--- config.mk ---
export PLATFORM = sky130hd
export DESIGN_NAME = wash_cycle_sequencer
export DESIGN_NICKNAME = d
export VERILOG_FILES = /design/src/rtl/wash_cycle_sequencer.sv
export SDC_FILE = /design/constraint.sdc
export NUM_CORES = 1
export LEC_CHECK = 0
export CAP_MARGIN = 20
export CORE_AREA = 4 4 41 43
export DETAILED_ROUTE_END_ITERATION = 10
export DIE_AREA = 0 0 45 47
export GPL_TIMING_DRIVEN = 0
export HOLD_SLACK_MARGIN = 0.12
export PLACE_DENSITY = 0.68
export SYNTH_ARGS = -nofsm -noshare
export SYNTH_HDL_FRONTEND = slang
export SYNTH_SLANG_ARGS = --single-unit
--- constraint.sdc ---
create_clock -name Clk -period 3.2 [get_ports Clk]
set_input_delay 0.32 -clock Clk [delete_from_list [all_inputs] [get_ports Clk]]
set_output_delay 0.32 -clock Clk [all_outputs]
set_load 0.02 [all_outputs]
--- src/rtl/wash_cycle_sequencer.sv ---
// wash_cycle_sequencer
// Washing-machine cycle controller and the initiating end of the Timer link.
// A coin starts a FILL -> WASH -> RINSE -> SPIN walk. An optional second
// WASH+RINSE pass runs if Double_Wash was high when the coin was accepted.
// Each phase drives a duration code to the Timer and advances on Time_Event.
// Optional feature macro: ABORT_EN adds an Abort input that returns any
// running phase to IDLE on the next edge.
module wash_cycle_sequencer #(
    parameter logic [2:0] ENC_FILL  = 3'b000,
    parameter logic [2:0] ENC_WASH  = 3'b001,
    parameter logic [2:0] ENC_RINSE = 3'b010,
    parameter logic [2:0] ENC_SPIN  = 3'b011,
    parameter logic [2:0] ENC_IDLE  = 3'b111
) (
    input  logic       Clk,
    input  logic       Rst,
    input  logic       Coin_In,
    input  logic       Double_Wash,
    input  logic       Timer_Pause,
    input  logic       Time_Event,
`ifdef ABORT_EN
    input  logic       Abort,
`endif
    output logic [2:0] Timer_Encoding,
    output logic       Pause_Enable_T,
    output logic       Timer_Restart,
    output logic [2:0] Phase,
    output logic       Wash_Done
);

    // State encoding doubles as the Phase code reported to the panel.
    typedef enum logic [2:0] {
        ST_IDLE  = 3'd0,
        ST_FILL  = 3'd1,
        ST_WASH  = 3'd2,
        ST_RINSE = 3'd3,
        ST_SPIN  = 3'd4
    } state_t;

    state_t state_r;
    logic   dbl_flag_r;
    logic   second_pass_r;
    logic   abort_s;
    logic   event_s;

`ifdef ABORT_EN
    assign abort_s = Abort;
`else
    assign abort_s = 1'b0;
`endif

    // A Timer expiry only counts while the Timer is not frozen.
    assign event_s = Time_Event & ~Pause_Enable_T;

    // Phase is the state register itself, so it is registered by construction.
    assign Phase = state_r;

    // Phase sequencer: state, pass flags and all registered Timer/panel outputs.
    always_ff @(posedge Clk or negedge Rst) begin
        if (!Rst) begin
            state_r        <= ST_IDLE;
            Timer_Encoding <= ENC_IDLE;
            Pause_Enable_T <= 1'b0;
            Timer_Restart  <= 1'b0;
            Wash_Done      <= 1'b0;
            dbl_flag_r     <= 1'b0;
            second_pass_r  <= 1'b0;
        end else begin
            // Pulses default low; pause is only ever held while staying in SPIN.
            Timer_Restart  <= 1'b0;
            Wash_Done      <= 1'b0;
            Pause_Enable_T <= 1'b0;
            if (abort_s && (state_r != ST_IDLE)) begin
                state_r        <= ST_IDLE;
                Timer_Encoding <= ENC_IDLE;
                dbl_flag_r     <= 1'b0;
                second_pass_r  <= 1'b0;
            end else begin
                case (state_r)
                    ST_IDLE: begin
                        if (Coin_In && !abort_s) begin
                            state_r        <= ST_FILL;
                            Timer_Encoding <= ENC_FILL;
                            Timer_Restart  <= 1'b1;
                            dbl_flag_r     <= Double_Wash;
                        end
                    end
                    ST_FILL: begin
                        if (event_s) begin
                            state_r        <= ST_WASH;
                            Timer_Encoding <= ENC_WASH;
                            Timer_Restart  <= 1'b1;
                        end
                    end
                    ST_WASH: begin
                        if (event_s) begin
                            state_r        <= ST_RINSE;
                            Timer_Encoding <= ENC_RINSE;
                            Timer_Restart  <= 1'b1;
                        end
                    end
                    ST_RINSE: begin
                        if (event_s) begin
                            if (dbl_flag_r && !second_pass_r) begin
                                state_r        <= ST_WASH;
                                Timer_Encoding <= ENC_WASH;
                                second_pass_r  <= 1'b1;
                            end else begin
                                state_r        <= ST_SPIN;
                                Timer_Encoding <= ENC_SPIN;
                            end
                            Timer_Restart <= 1'b1;
                        end
                    end
                    ST_SPIN: begin
                        if (event_s) begin
                            state_r        <= ST_IDLE;
                            Timer_Encoding <= ENC_IDLE;
                            Wash_Done      <= 1'b1;
                            dbl_flag_r     <= 1'b0;
                            second_pass_r  <= 1'b0;
                        end else begin
                            Pause_Enable_T <= Timer_Pause;
                        end
                    end
                    default: begin
                        state_r        <= ST_IDLE;
                        Timer_Encoding <= ENC_IDLE;
                        dbl_flag_r     <= 1'b0;
                        second_pass_r  <= 1'b0;
                    end
                endcase
            end
        end
    end

endmodule

==> Word-level counts from Yosys, hierarchy flattened <==
Cells that the tools add are included.
{ "totals": {"register_bits": 11, "input_bits": 6, "out_inout_bits": 9, "elab_cells": 54} }
{ "classes": {"n_eq_ne": 10, "n_mux": 25, "bitwise": 4, "n_reduce_logical": 8} }
{ "op_table": {"columns": ["operator", "count"], "rows": [
  ["3-bit 2-to-1 mux", 10],
  ["3-bit case mux with 5 select lines", 2],
  ["2-bit inequality test (second input constant)", 6],
  ["1-bit 2-to-1 mux", 9],
  ["3-bit by 2-bit equality test with 1-bit output (second input constant)", 2],
  ["1-bit case mux with 3 select lines", 2],
  ["3-bit OR reduction", 2],
  ["5-bit AND reduction", 1],
  ["4-bit AND reduction", 1],
  ["3-bit by 1-bit equality test with 1-bit output (second input constant)", 1],
  ["3-bit equality test (second input constant)", 1],
  ["3-bit zero test", 1],
  ["1-bit inverter", 3],
  ["3-bit AND reduction", 1],
  ["2-bit 2-to-1 mux", 1],
  ["1-bit case mux with 2 select lines", 1],
  ["1-bit bitwise AND", 1],
  ["1-bit logical AND", 1],
  ["1-bit zero test", 1]
]} }

==> Logic depth before layout (Yosys ltp) <==
Gate-level depths: netlist of run 1.
{ "logic_depth": {"ltp_word": 5, "ltp_mapped": 5, "ltp_nobuf": 4} }

==> Least setup slack after synthesis of run 1 <==
OpenSTA, ideal clock, no wires.
{ "synth_path": {"path_type": "reg2reg", "from": "reg state_r[1], in the netlist Phase[1]", "to": "reg state_r[0], in the netlist Phase[0]", "setup_ns": 0.132, "arrival_ns": 1.195, "required_time_ns": 3.068, "slack_ns": 1.873, "path_stages_with_launch": 5, "path_buffers": 0, "period_less_slack_ns": 1.327, "cell_sequence": "dfrtp_1 -> nor2_4 -> mux2i_4 -> nor2b_1 -> nor3_2"} }
{ "synth_via": {"elab_chain_cells": 3, "word_cells_on_any_way": 12, "classes_between": "eq/ne: 9; mux: 1; reduce/logical: 2"} }
{ "synth_rtl": {"columns": ["item", "line", "source"], "rows": [
  ["from (decl)", "40", "state_t state_r;"],
  ["from (signal assigned)", "61", "state_r <= ST_IDLE;"],
  ["from (signal assigned)", "74", "state_r <= ST_IDLE;"],
  ["from (signal assigned)", "82", "state_r <= ST_FILL;"],
  ["3-bit by 1-bit equality test with 1-bit output (tied with other cells)", "79", "case (state_r)"],
  ["2-bit inequality test (no source line)", null, null],
  ["5-bit AND reduction (no source line)", null, null]
]} }
Several ways; a longest one is shown, not always the timed one.
A chain may end at the register's enable or synchronous reset.

==> Final worst setup path of run 1 <==
{ "layout_path": {"from": "reg state_r[1], in the netlist Phase[1]", "to": "out Phase[1]"} }
{ "layout_lines": {"columns": ["item", "line", "source"], "rows": [
  ["to (decl)", "27", "output logic [2:0] Phase,"]
]} }
No word-level cell between the ends.

==> flow_metrics.tcl, run 1 <==
set metrics [dict create \
    p_comb_frac 0.480 \
    crit_family "buffers and inverters" \
    fp.dieH_um 47 \
    ios 15 \
    grt_pass1_wl_mm 1.82 \
    rsz0062_at_grt "false" \
    p_total_mw 0.695 \
    switching_power_mw 0.270 \
    clockRootBuffer "clkbuf_4" \
    cap_violations 0 \
    r2r_end "Phase[0]$_DFFE_PN0P_" \
    max_slew_margin 0.674 \
    period_minus_slack_ns 1.75 \
    critical-path-slowest-cell "clkdlybuf4s50_1" \
    end_kind "output port" \
    drc 0 \
    synth_area_um2 523 \
    p_seq_frac 0.387 \
    rrSetupSlack_ns 1.83 \
    p_leak_nw 0.295 \
    die_w_um 45 \
    final_cell_area_um2 709 \
    slew_viol_final 0 \
    grt_max_degree 12 \
    fmax_mhz 570 \
    power.internal_mw 0.425 \
    grt_pass1_vias 401 \
    setup_violations 0 \
    grtUsageTotal 0.128 \
    rows 13 \
    peakVddDrop_v 0.000460 \
    r2r_start "Phase[1]$_DFFE_PN0P_" \
    min_period_over_period 0.548 \
    cts_resized 0 \
    vias 407 \
    ys_top_cells_by_area "dfrtp_1 (38%), dfstp_2 (15%), mux2i_4 (4.3%)" \
    netlist_instances 47 \
    status "finished clean" \
    avgSynthCellArea_um2 11.1 \
    cts_tree "done" \
    ys_ff_latch 11 \
    vias_per_cell 5.09 \
    numClockSinks 11 \
    p_clk_frac 0.133 \
    pre_cts_ws_ns 1.46 \
    crit_required_ns 2.88 \
    die_area_um2 2120 \
    firstDrtPassIters 4 \
    layout-drive-gt1-share 0.185 \
    antenna_cells 0 \
    core_um2 1300 \
    initialDrtViolationCount 7 \
    clock_latency_ns 0.27 \
    clock_path_buffers 2 \
    critPathLaunchType "register" \
    cts_htree_levels 1 \
    antenna_found_initial 0 \
    synth.distinct_cells 27 \
    final.setup.tns_ns 0 \
    post_cts_buffers 0 \
    cp.arrival_ns 1.43 \
    hold_path_class "primary input to asynchronous set/reset pin" \
    final_common_cell "clkdlybuf4s50_1" \
    numCtsBuffers 3 \
    routed_wirelength_mm 1.06 \
    start_util 0.402 \
    cp_slowest_stage_delay_ns 0.67 \
    hpwl_um 779 \
    synth_top_area_frac 0.383 \
    final_nets 72 \
    portBuffers 14 \
    fin_skew_ns 0.00441 \
    antenna_left 0 \
    ys_seq_area_frac 0.533 \
    setup_ws_ns 1.45 \
    clk_pin_slew_ns 0.07 \
    critical_path.max_fanout 8 \
    yosys.area.top_type "dfrtp_1" \
    path_buf_inv 1 \
    gr-total-overflow 0 \
    dpl-instance-area_um2 682 \
    mostFrequentLayoutCells "clkdlybuf4s50_1 (14), dfrtp_1 (8), nand2_1 (6)" \
    routedWlPerCell_um 13.2 \
    path_class "register to output port" \
    cellPowerDensity_nw_per_um2 979 \
    postCtsHoldBufs 0 \
    cp_cell_sequence "clkdlybuf4s50_1" \
    hold_viol 0 \
    reg2reg_depth 4 \
    place_congestion 0.764 \
    tightest_slew_ns 0.488 \
    synth_nets 53 \
    yosysWarnings 0 \
    area_delta_synth_final_pct 35.6 \
    switching_share 0.389 \
]
==> worst max-delay path by stage <==
| stage | startpoint | to | depth (start not counted) |
|---|---|---|---|
| CTS | Phase[1]$_DFFE_PN0P_ | Phase[1] | 1 |
| detailed placement | Time_Event | Timer_Encoding[1]$_DFFE_PN1P_ | 6 |
| finish | Phase[1]$_DFFE_PN0P_ | Phase[1] | 1 |
| global placement | Time_Event | Timer_Encoding[1]$_DFFE_PN1P_ | 6 |
| global route | Phase[1]$_DFFE_PN0P_ | Phase[1] | 1 |
| floorplan | Phase[1]$_DFFE_PN0P_ | Phase[0]$_DFFE_PN0P_ | 4 |
==> sequential cells by signal (all words and copies together) (netlist names) <==
register	flops
Timer_Restart	1
Wash_Done	1
dbl_flag_r	1
second_pass_r	1
Timer_Encoding	3
Phase	3
Pause_Enable_T	1
==> power groups by stage <==
stage | combinational, mW | clock (mW) | sequential [mW]
2_1_floorplan | 0.155 | 0 | 0.319
3_3_place_gp | 0.333 | 0 | 0.269
3_5_place_dp | 0.337 | 0 | 0.269
4_1_cts | 0.338 | 0.0981 | 0.268
5_1_grt | 0.364 | 0.108 | 0.279
6_report | 0.334 | 0.0924 | 0.269
==> metal layers <==
metal  track usage  vias up  share of wire
li1              -      207              -
met1         0.169      187           0.49
met2         0.172       13           0.44
met3        0.0690        0          0.067
met4        0.0526        0              0
met5             0        -              0
==> layout make-up <==
cell class | instances | area (µm²)
Fill cell | 126 | 592
Clock inverter | 1 | 5.00
Multi-Input combinational cell | 33 | 231
Inverter | 1 | 3.75
Clock buffer | 3 | 22.5
Sequential cell | 11 | 279
Timing Repair Buffer | 14 | 140
Buffer | 2 | 8.76
Tap cell | 15 | 18.8
==> through the flow <==
stage,hold slack [ns],cells,util
finish,0.378,80,0.545
global route,0.406,80,0.545
CTS,0.392,80,0.545
detailed placement,0.503,76,0.524
global placement,0.504,76,0.524
floorplan,0.0244,47,-
==> cells by family (layout without fill, tap and decap cells) <==
logic type | after synthesis | count (layout) | share of synthesized area
AOI/OAI and AO/OA | 12 | 12 | 0.177
muxes | 2 | 2 | 0.0622
DFF | 11 | 11 | 0.533
and+or+nand+nor | 19 | 19 | 0.203
buffers and inverters | 3 | 21 | 0.0239
==> Yosys cell counts <==
cell type  count
a211oi_1       2
mux2i_4        1
o22ai_1        1
o2bb2ai_1      1
nor2_1         2
o21ai_0        1
a21boi_0       1
clkbuf_1       1
and3_1         2
a31oi_1        1
nand2_1        6
a2bb2oi_1      1
inv_1          1
dfstp_2        3
a32o_1         1
o211a_1        1
nor2b_1        3
nand3b_1       1
mux2i_1        1
nor3_2         1
and2_1         1
o21ba_2        1
dfrtp_1        8
buf_2          1
nor3_1         2
nor2_4         1
a21oi_1        1
(Power assumes the default switching activity.)
==> run 2, diff against run 1 <==
- clock period: 3.2 -> 1.77 ns (I/O delays scaled with it)
==> results of run 2 <==
The final DEF is identical to that of run 1. Status: finished clean.
Main changes from that run: setup slack after placement 1.46 ns -> 0.175 ns; setup slack after layout 1.45 ns -> 0.160 ns; hold slack 0.378 ns -> 0.235 ns; register-to-register setup slack 1.83 ns -> 0.40 ns; total power 0.695 mW -> 1.26 mW; worst IR drop on VDD 0.000460 V -> 0.000831 V
